--- src/rtl/gpu_pkg.sv ---
// Shared GPU core definitions: pipeline state encoding plus fetcher and LSU state codes
// used by the scheduler and every per-thread stage that decodes core_state.
package gpu_pkg;

  typedef enum logic [2:0] {
    CS_IDLE    = 3'b000,
    CS_FETCH   = 3'b001,
    CS_DECODE  = 3'b010,
    CS_REQUEST = 3'b011,
    CS_WAIT    = 3'b100,
    CS_EXECUTE = 3'b101,
    CS_UPDATE  = 3'b110,
    CS_DONE    = 3'b111
  } core_state_t;

  localparam logic [2:0] FETCHER_FETCHED = 3'b010;

  localparam logic [1:0] LSU_IDLE       = 2'b00;
  localparam logic [1:0] LSU_REQUESTING = 2'b01;
  localparam logic [1:0] LSU_WAITING    = 2'b10;
  localparam logic [1:0] LSU_DONE       = 2'b11;

  // A lane holds the block in WAIT while its memory op is still outstanding.
  function automatic logic lsu_busy(input logic [1:0] s);
    return (s == LSU_REQUESTING) || (s == LSU_WAITING);
  endfunction

endpackage

--- src/rtl/core_scheduler_lane_pc_agree.sv ---
// Combinational check that every enabled lane agrees with lane 0 on the next PC.
module lane_pc_agree
  import gpu_pkg::*;
#(
  parameter int THREADS_PER_BLOCK     = 4,
  parameter int PROGRAM_MEM_ADDR_BITS = 8
) (
  input  logic [THREADS_PER_BLOCK*PROGRAM_MEM_ADDR_BITS-1:0] next_pc,
  input  logic [THREADS_PER_BLOCK-1:0]                       thread_enable,
  input  logic [PROGRAM_MEM_ADDR_BITS-1:0]                   lane0_pc,
  output logic                                               mismatch
);

  always_comb begin
    mismatch = 1'b0;
    for (int i = 0; i < THREADS_PER_BLOCK; i++) begin
      if (thread_enable[i] &&
          (next_pc[i*PROGRAM_MEM_ADDR_BITS +: PROGRAM_MEM_ADDR_BITS] != lane0_pc)) begin
        mismatch = 1'b1;
      end
    end
  end

endmodule

--- src/rtl/core_scheduler.sv ---
// Per-core control sequencer: walks one thread block through FETCH..UPDATE,
// commits the shared PC, tracks branch divergence and flags completion on RET.
module core_scheduler
  import gpu_pkg::*;
#(
  parameter int THREADS_PER_BLOCK     = 4,
  parameter int PROGRAM_MEM_ADDR_BITS = 8
) (
  input  logic                                               clk,
  input  logic                                               reset,
  input  logic                                               start,
  input  logic [$clog2(THREADS_PER_BLOCK):0]                 thread_count,
  input  logic                                               decoded_ret,
  input  logic [2:0]                                         fetcher_state,
  input  logic [THREADS_PER_BLOCK*2-1:0]                     lsu_state,
  input  logic [THREADS_PER_BLOCK*PROGRAM_MEM_ADDR_BITS-1:0] next_pc,
  output logic [2:0]                                         core_state,
  output logic [PROGRAM_MEM_ADDR_BITS-1:0]                   current_pc,
  output logic [THREADS_PER_BLOCK-1:0]                       thread_enable,
  output logic                                               diverged,
  output logic                                               done
);

  localparam int TCW = $clog2(THREADS_PER_BLOCK) + 1;
  localparam int PW  = PROGRAM_MEM_ADDR_BITS;

  core_state_t     state_q, state_d;
  logic [PW-1:0]   pc_q, pc_d;
  logic [TCW-1:0]  count_q, count_d;
  logic            div_q, div_d;
  logic            done_q, done_d;
  logic            any_busy;
  logic            mismatch;

  function automatic logic [TCW-1:0] sat_count(input logic [TCW-1:0] c);
    return (c > TCW'(THREADS_PER_BLOCK)) ? TCW'(THREADS_PER_BLOCK) : c;
  endfunction

  always_comb begin
    thread_enable = '0;
    for (int i = 0; i < THREADS_PER_BLOCK; i++) begin
      thread_enable[i] = (TCW'(i) < count_q);
    end
  end

  // Disabled lanes may show any LSU state; only enabled lanes can stall WAIT.
  always_comb begin
    any_busy = 1'b0;
    for (int i = 0; i < THREADS_PER_BLOCK; i++) begin
      if (thread_enable[i] && lsu_busy(lsu_state[2*i +: 2])) begin
        any_busy = 1'b1;
      end
    end
  end

  lane_pc_agree #(
    .THREADS_PER_BLOCK    (THREADS_PER_BLOCK),
    .PROGRAM_MEM_ADDR_BITS(PROGRAM_MEM_ADDR_BITS)
  ) u_agree (
    .next_pc      (next_pc),
    .thread_enable(thread_enable),
    .lane0_pc     (next_pc[PW-1:0]),
    .mismatch     (mismatch)
  );

  always_comb begin
    state_d = state_q;
    pc_d    = pc_q;
    count_d = count_q;
    div_d   = div_q;
    done_d  = done_q;
    case (state_q)
      CS_IDLE: begin
        if (start) begin
          count_d = sat_count(thread_count);
          pc_d    = '0;
          div_d   = 1'b0;
          if (thread_count == '0) begin
            state_d = CS_DONE;
            done_d  = 1'b1;
          end else begin
            state_d = CS_FETCH;
          end
        end
      end
      CS_FETCH: begin
        if (fetcher_state == FETCHER_FETCHED) state_d = CS_DECODE;
      end
      CS_DECODE:  state_d = CS_REQUEST;
      CS_REQUEST: state_d = CS_WAIT;
      CS_WAIT: begin
        if (!any_busy) state_d = CS_EXECUTE;
      end
      CS_EXECUTE: state_d = CS_UPDATE;
      CS_UPDATE: begin
        if (mismatch) div_d = 1'b1;
        if (decoded_ret) begin
          state_d = CS_DONE;
          done_d  = 1'b1;
        end else begin
          pc_d    = next_pc[PW-1:0];
          state_d = CS_FETCH;
        end
      end
      CS_DONE: state_d = CS_DONE;
      default: state_d = CS_IDLE;
    endcase
  end

  always_ff @(posedge clk or posedge reset) begin
    if (reset) begin
      state_q <= CS_IDLE;
      pc_q    <= '0;
      count_q <= '0;
      div_q   <= 1'b0;
      done_q  <= 1'b0;
    end else begin
      state_q <= state_d;
      pc_q    <= pc_d;
      count_q <= count_d;
      div_q   <= div_d;
      done_q  <= done_d;
    end
  end

  assign core_state = state_q;
  assign current_pc = pc_q;
  assign diverged   = div_q;
  assign done       = done_q;

endmodule

--- config.mk ---
export PLATFORM = sky130hd
export DESIGN_NAME = core_scheduler
export DESIGN_NICKNAME = d
export VERILOG_FILES = /design/src/rtl/gpu_pkg.sv /design/src/rtl/core_scheduler_lane_pc_agree.sv /design/src/rtl/core_scheduler.sv
export SDC_FILE = /design/constraint.sdc
export NUM_CORES = 1
export LEC_CHECK = 0
export CORE_UTILIZATION = 36
export DETAILED_ROUTE_END_ITERATION = 12
export PLACE_DENSITY = 0.77
export SYNTH_ARGS = -nofsm -noshare
export SYNTH_HDL_FRONTEND = slang
export SYNTH_HIERARCHICAL = 1
export SYNTH_SLANG_ARGS = --single-unit
--- constraint.sdc ---
create_clock -name clk -period 1.5 [get_ports clk]
set_input_delay 0.225 -clock clk [delete_from_list [all_inputs] [get_ports clk]]
set_output_delay 0.225 -clock clk [all_outputs]
set_load 0.02 [all_outputs]
Yosys cells after proc, flatten, opt, wreduce, memory -nomap -nowiden
Index checks and enable logic that the tools add are counted.

word-level totals
  bits in registers = 16
  latch bits = 0
  RAM bits = 0
  bits in read-only memories = 0
  bits of input ports = 50
  memories = 0

cells by class
  add/sub/neg operators = 0
  multipliers = 0
  div/mod/pow operators = 0
  magnitude comparators = 5
  equal/unequal tests = 26
  shift operators = 0
  multiplexer cells = 24
  bitwise logic cells = 0
  reductions and logical operators = 19

operator list
  operator              number
  $ne A8 B8 Y1          3
  $pmux W3 S8           1
  $mux W3               6
  $mux W8               2
  $pmux W8 S2           1
  $ne A2 B2 Y1 const B  7
  $eq A3 B3 Y1 const B  4
  $mux W1               12
  $eq A3 B2 Y1 const B  3
  $reduce_and A3 Y1     3
  $eq A2 B1 Y1 const B  4
  $eq A2 B2 Y1 const B  4
  $logic_and A1 B1 Y1   7
  $logic_not A3 Y1      2
  $lt A1 B3 Y1 const A  2
  $lt A2 B3 Y1 const A  2
  $logic_or A1 B1 Y1    4
  $pmux W1 S2           2
  $reduce_and A4 Y1     1
  $eq A3 B1 Y1 const B  1
  $gt A3 B3 Y1 const B  1
  $reduce_and A2 Y1     1
  $reduce_bool A2 Y1    1

Depth between registers and ports, before layout
Gate-level depths: netlist of the first run.

  word-level depth = 9
  depth in mapped cells = 9
  gate-level depth less buffers = 8

Modules after synthesis
Netlist of the first run, hierarchy kept.

modules (own cells, without submodules)
  module          instances  cells an instance  area an instance (µm²)  seq. area each (µm²)
  core_scheduler  1          85                 852.1                   400.4
  lane_pc_agree   1          53                 436.7                   0.0

Worst setup path before layout of the first run
Ideal clock, no wire load.

  path type = reg2reg
  start = register state_q[0], in the netlist core_state[0]
  end = register pc_q[0], in the netlist current_pc[0]
  library setup time = 0.121 ns
  arrival = 1.479 ns
  required time = 1.379 ns
  slack = -0.100 ns
  cell stages (with the launch flop) = 7
  path buffers = 2
  clock period less this slack = 1.600 ns
  cells stage by stage = dfrtp_1 > nand2b_1 > or3_1 > buf_2 > nor2b_4 > buf_6 > a22o_1

on the way
  word-level cells in the longest chain between the ends = 3
  elaborated cells between the ends (all ways) = 7

RTL lines
  element                                                                     RTL line               text
  start, declared                                                             core_scheduler.sv:27   core_state_t state_q, state_d;
  start signal, assigned                                                      core_scheduler.sv:118  state_q <= state_d;
  $eq A3 B3 Y1 / $logic_not A3 Y1 (equally long branches)                     core_scheduler.sv:72   case (state_q)
  $ne A2 B2 Y1 (no source line) / $reduce_bool A2 Y1 (equally long branches)  n/a
  $reduce_and A3 Y1 (no source line)                                          n/a
  end signal, assigned                                                        core_scheduler.sv:119  pc_q <= pc_d;
  end, declared                                                               core_scheduler.sv:28   logic [PW-1:0] pc_q, pc_d;

Parallel ways exist; a longest one is shown, timed or not.
A chain may end at the register's enable or synchronous reset.

Worst setup path after layout of the first run
  start = register count_q[2]
  end = output thread_enable[2]

on the way
  word-level cells in the longest chain between the ends = 1

RTL lines
  element                 RTL line               text
  start, declared         core_scheduler.sv:29   logic [TCW-1:0] count_q, count_d;
  start signal, assigned  core_scheduler.sv:120  count_q <= count_d;
  $lt A2 B3 Y1            core_scheduler.sv:42   thread_enable[i] = (TCW'(i) < count_q);
  end, declared           core_scheduler.sv:19   output logic [THREADS_PER_BLOCK-1:0] thread_enable,

No other way between the ends.

==> reports/results.ini, run 1 <==
[placement]
gp_congestion=0.822
preCtsSetupSlack_ns=-0.451
hpwl_mm=3.06
portBuffers=66

[timing]
slew_viol_final=0
worstMarginPinSlew_ns=0.370
fin_crit_ns=1.55
skew_ns=0.0105
fmax_mhz=644
rsz0062_at_grt=true
finalHoldViolCount=0
setup_slack_ns=-0.0540
period_share_pct=104
slew_headroom_pct=75.3
setup_violations=3

[clock_network]
cts_buffer_depth=2
clockRootBuffer=clkbuf_4
hold_buffers=0
cts_inserted_buffers=3
tritoncts=done
path_clk_slew_ns=0.10
cts_sinks=16
clock_latency_ns=0.29
cts_max_level=1

[layout]
multi_input_area_um2=792
area.sequential_um2=402
final_cell_mix=clkdlybuf4s50_1 (43), xnor2_1 (31), buf_4 (23)
fill_cells=277
diodes=0
fin_util_pct=63.0
drive_above_1_share_pct=18.3
final_common_cell=clkdlybuf4s50_1
num-nets-final=269
area_growth_pct=65.7

[yosys]
syn_area_um2=1290
ys_ff_latch=16
yosysUniqueCellTypes=33
syn_inst=138
synth_warnings=6
synth_seq_area_share_pct=31.1
syn-num-nets=188
avgSynthCellArea_um2=9.34

[routing]
wl_per_cell_um=14.8
drc=0
vias=1309
drt-initial-drc-count=35
vias_per_cell=4.96
firstDrtPassIters=4
antenna_left=0
wl_mm=3.91

[power]
p_per_area_nw_per_um2=1470
p_leak_nw=0.994
ir_drop_mv=0.851

[die]
io_pins=67
die_area_um2=3820
fp.dieW_um=61.8
start_util_pct=38.0
design.core.area_um2=3390
die_h_um=61.8
num_rows=21

[global_route]
grt_pass1_vias=1285
use_met1_pct=24.7
grt_pass1_wl_mm=5.60
grt.busiest_layer=met2
grt_use_met3_pct=2.07
track_usage_pct=20.1
grt_antenna_before_repair=0
grt_max_degree=17
gr-total-overflow=0
grtUsageMet2_pct=37.3

[worst_setup_path]
crit_fanout=3
worstSetupPathType=register to primary output
cp_data_arrival_time_ns=1.33
critical_path_required_ns=1.27
start_kind=register
end_kind=primary output

[run_status]
status=complete, but fails checks
violations=negative setup slack

[hold_path]
hp-class=input pin to asynchronous set/reset pin

[flow_run]
maxCapViolations=0

cell usage after synthesis:
cell	count	area, um^2
nor2_1	6	22.5
o21ai_0	7	35.0
a21oi_1	3	15.0
and3_1	1	6.26
o21bai_1	1	7.51
a211oi_1	1	7.51
o21ai_1	3	15.0
buf_2	3	15.0
nand2_1	7	26.3
a22o_1	8	70.1
nor2b_1	1	6.26
a22oi_1	1	7.51
mux2_1	1	11.3
nor2_8	1	20.0
buf_4	2	15.0
clkbuf_1	2	7.51
nand4_1	9	56.3
dfrtp_1	16	400
xnor2_1	32	280
xor2_1	4	35.0
a31oi_1	2	12.5
nor4b_1	1	8.76
nand2b_1	6	37.5
nor3b_1	2	15.0
o22a_1	1	8.76
a21o_1	1	7.51
nor2b_4	1	13.8
inv_1	1	3.75
nor3_1	3	15.0
or3_1	2	12.5
a221oi_1	1	8.76
buf_6	7	78.8
or2_2	1	6.26
layout make-up:
| class | count | area share (%) |
|---|---|---|
| timing repair buffer | 90 | 39.5 |
| inverter | 1 | 0.176 |
| clock buffer | 4 | 1.70 |
| multi-input combinational | 107 | 37.1 |
| tap | 46 | 2.69 |
| sequential | 16 | 18.8 |
metal layers:
metal  part of all wire (%)  up-vias
li1                       -      637
met1                     43      627
met2                     52       39
met3                    4.4        6
met4                    1.1        0
met5                      0        -
critical path, cell delays in order (launching register included):
cell     delay [ns]
dfrtp_1        0.41
buf_4          0.15
buf_4          0.13
a21o_1         0.21
buf_6          0.15
through the flow:
step                      power [mW]  instance area [um^2]  hold WS (ns)  std cells  TNS [ns]
after CTS                       3.11                  2090         0.233        263   -0.0805
after global placement          2.78                  2060         0.463        257     -2.03
after global routing            3.35                  2140         0.256        264    -0.359
final                           3.14                  2140         0.232        264    -0.106
after floorplan                 1.90                  1300         0.139        138    -0.435
after detailed placement        2.84                  2060         0.469        257     -2.15
path summary, 6_finish.rpt:
path / start / end / slack [ns] / depth (start not counted)
worst max register to register: count_q[2]$_DFFE_PP0P_ / diverged$_DFFE_PP0P_ / -0.02 / 9
max in group asynchronous: reset / core_state[0]$_DFFE_PP0P_ / 1.07 / 3
min in group clk: done$_DFFE_PP0P_ / done$_DFFE_PP0P_ / 0.48 / 1
worst max-delay path: count_q[2]$_DFFE_PP0P_ / thread_enable[2] / -0.05 / 4
worst min register to register: done$_DFFE_PP0P_ / done$_DFFE_PP0P_ / 0.48 / 1
worst min-delay path: reset / done$_DFFE_PP0P_ / 0.23 / 3
cell families after synthesis:
group	Yosys count	synth area share (%)
AO/OA/AOI/OAI	29	15.1
XOR/XNOR	36	24.5
buffers and inverters	15	9.32
flip-flops	16	31.1
multiplexers	1	0.874
AND/OR/NAND/NOR	41	19.1
sequential cells by signal, indices dropped and copies added, names as in the netlist:
| register | count |
|---|---|
| core_state | 3 |
| count_q | 3 |
| current_pc | 8 |
| done | 1 |
| diverged | 1 |
power by group:
part	internal [mW]	switching [mW]	total, mW
logic	1.04	0.979	2.02
clock network	0.148	0.140	0.287
registers	0.647	0.184	0.831
timing repair:
action,in CTS,in global routing
pin swaps,1,1
endpoints found under the setup margin,9,15
cloned,0,0
setup buffers,2,1
gates resized for setup,29,15
Power figures use the tool's default switching activity.
==> inputs of run 2 (changes only) <==
--- a/config.mk
+++ b/config.mk
@@ -5,9 +5,9 @@
 export SDC_FILE = /design/constraint.sdc
 export NUM_CORES = 1
 export LEC_CHECK = 0
-export CORE_UTILIZATION = 36
+export CORE_UTILIZATION = 30
 export DETAILED_ROUTE_END_ITERATION = 12
-export PLACE_DENSITY = 0.77
+export PLACE_DENSITY = 0.66
 export SYNTH_ARGS = -nofsm -noshare
 export SYNTH_HDL_FRONTEND = slang
 export SYNTH_HIERARCHICAL = 1
==> run 2 against run 1 <==
Compared with the run above: the run now ends clean; worst hold slack improved by 0.11 ns; via count fell by 3.2%; clock skew is 0.0054 ns lower; critical path depth decreased by 2; global-route usage down 2.4 points; clock power increased by 31%; wire length hardly changed; highest routed layer unchanged; first-iteration DRC count rose by 8.6%; largest cell class unchanged; largest power group unchanged; sequential share of layout area increased by 0.16 points; count of clock-buffer cells in the layout unchanged; sequential power increased by 2%; maximum frequency is 6.2% higher.
==> reports/results.ini, run 2 (synthesis results as in run 1) <==
[run_status]
status=completed

[clock_network]
path_clk_slew_ns=0.06  ; -0.04 ns
tritoncts=done
cts_buffer_depth=2  ; unchanged
cts_sinks=16  ; unchanged
clock_latency_ns=0.25  ; -0.04 ns
cts_inserted_buffers=3  ; unchanged
cts_max_level=1  ; unchanged
clockRootBuffer=clkbuf_8
hold_buffers=0  ; unchanged

[power]
p_per_area_nw_per_um2=1510  ; +2.4%
p_leak_nw=0.891  ; -10%
power_mw=3.19  ; +1.6%
ir_drop_mv=0.740  ; -13%

[flow_run]
maxCapViolations=0  ; unchanged

[layout]
final_area_um2=2120  ; -0.82%
area_growth_pct=64.4
num-nets-final=266  ; -1.1%
final_cell_mix=clkdlybuf4s50_1 (49), xnor2_1 (32), buf_4 (20)
diodes=0  ; unchanged
final_cells=265  ; +0.38%
drive_above_1_share_pct=16.7  ; -1.6 points
final_common_cell=clkdlybuf4s50_1
fill_cells=372  ; +34%
largest_reg_flops=8  ; unchanged

[worst_setup_path]
cpLargestDelayFamily=flip-flops
critical_path_required_ns=1.27  ; about the same
r2r_setup_slack_ns=0.07  ; +0.09 ns
timing.rr.start=core_state[0]$_DFFE_PP0P_
start_kind=register
cpPeakStageDelay_ns=0.42  ; about the same
crit_fanout=5  ; +2
crit_chain=or3_4 > buf_2
path_buf_inv=1  ; -2
end_kind=primary output
r2r-end=current_pc[2]$_DFFE_PP0P_
slowest_stage=dfrtp_1
worstRegToRegCells=4  ; -5
worstSetupPathType=register to primary output
cp_data_arrival_time_ns=1.24  ; -0.09 ns

[die]
io_pins=67  ; unchanged
start_util_pct=31.8  ; -6.3 points
design.core.area_um2=4060  ; +20%
die_area_um2=4560  ; +19%
num_rows=23  ; +9.5%
die_h_um=67.5  ; +9.2%
fp.dieW_um=67.5  ; +9.2%

[routing]
vias=1267  ; -3.2%
firstDrtPassIters=4  ; unchanged
vias_per_cell=4.78  ; -3.6%
drt-initial-drc-count=38  ; +8.6%
wl_per_cell_um=14.8  ; -0.30%
antenna_left=0  ; unchanged
wl_mm=3.92  ; about the same
drc=0  ; unchanged

[global_route]
grt_max_degree=17  ; unchanged
grt_use_met3_pct=2.03  ; -0.043 points
gr-total-overflow=0  ; unchanged
grt.busiest_layer=met2
grt_antenna_before_repair=0  ; unchanged
grtUsageMet2_pct=28.7  ; -8.6 points
track_usage_pct=17.7  ; -2.4 points
grt_pass1_wl_mm=6.12  ; +9.2%
grt_pass1_vias=1287  ; +0.16%
use_met1_pct=24.4  ; -0.32 points

[placement]
portBuffers=66  ; unchanged
gp_congestion=0.795  ; -3.3%
hpwl_mm=3.15  ; +3.0%
dpl.cell_count=259  ; +0.78%
postPlaceCellArea_um2=2060  ; +0.12%

[timing]
fin_crit_ns=1.46  ; -0.0911 ns
slew_viol_final=0  ; unchanged
tns_ns=0  ; +0.106 ns
worstMarginPinSlew_ns=0.611  ; +0.242 ns
rsz0062_at_grt=true
finalHoldViolCount=0  ; unchanged
setup_violations=0  ; -3
skew_ns=0.00511  ; -0.00542 ns
fmax_mhz=684  ; +6.2%
slew_headroom_pct=59.2  ; -16 points
period_share_pct=97.5  ; -6.1 points

[hold_path]
hp-class=input pin to asynchronous set/reset pin

[run 2: final cells by class]
class / instances / area, um^2 / area share, %
timing repair buffer: 87 / 806 / 38.0
multi-input combinational: 107 / 790 / 37.3
sequential: 16 / 402 / 19.0
tap: 50 / 62.6 / 2.95
clock buffer: 4 / 55.1 / 2.60
inverter: 1 / 3.75 / 0.177
[run 2: worst register-to-register path: stages, from the launching register on]
cell and delay (ns):
dfrtp_2 0.43, nand2b_4 0.15, or3_1 0.37, nor2b_4 0.18, a22o_1 0.19
[run 2: repair_timing]
action | CTS | global route
gates cloned | 0 | 0
resized for setup | 21 | 7
endpoints found under the setup margin | 8 | 15
buffers inserted | 0 | 2
pin swaps | 0 | 2
[run 2: power breakdown]
part           internal (mW)  switching, mW  total (mW)
sequential             0.649          0.199       0.848
clock                  0.232          0.144       0.376
combinational           1.03          0.939        1.97
total                   1.91           1.28        3.19
[run 2: worst max path at each step]
stage / start / to / slack [ns] / depth (start not counted)
global placement: next_pc[1] / diverged$_DFFE_PP0P_ / -0.40 / 9
global route: count_q[2]$_DFFE_PP0P_ / thread_enable[0] / -0.002 / 2
floorplan: core_state[0]$_DFFE_PP0P_ / current_pc[0]$_DFFE_PP0P_ / -0.05 / 6
finish: count_q[2]$_DFFE_PP0P_ / thread_enable[0] / 0.04 / 2
detailed placement: next_pc[1] / diverged$_DFFE_PP0P_ / -0.43 / 9
CTS: diverged$_DFFE_PP0P_ / diverged / 0.002 / 1
[run 2: metrics by stage]
stage | worst slack, ns | utilization (%) | hold WS (ns)
global route | -0.00245 | 52.2 | 0.425
finish | 0.0371 | 52.2 | 0.346
floorplan | -0.0543 | - | 0.139
CTS | 0.00191 | 51.8 | 0.372
global placement | -0.398 | 50.9 | 0.462
detailed placement | -0.426 | 50.9 | 0.476
[run 2: metal layers]
layer  up-vias  share of wire, %
met5         -                 0
met4         0               1.2
met3         6               5.8
met2        40                48
met1       590                45
li1        631                 -
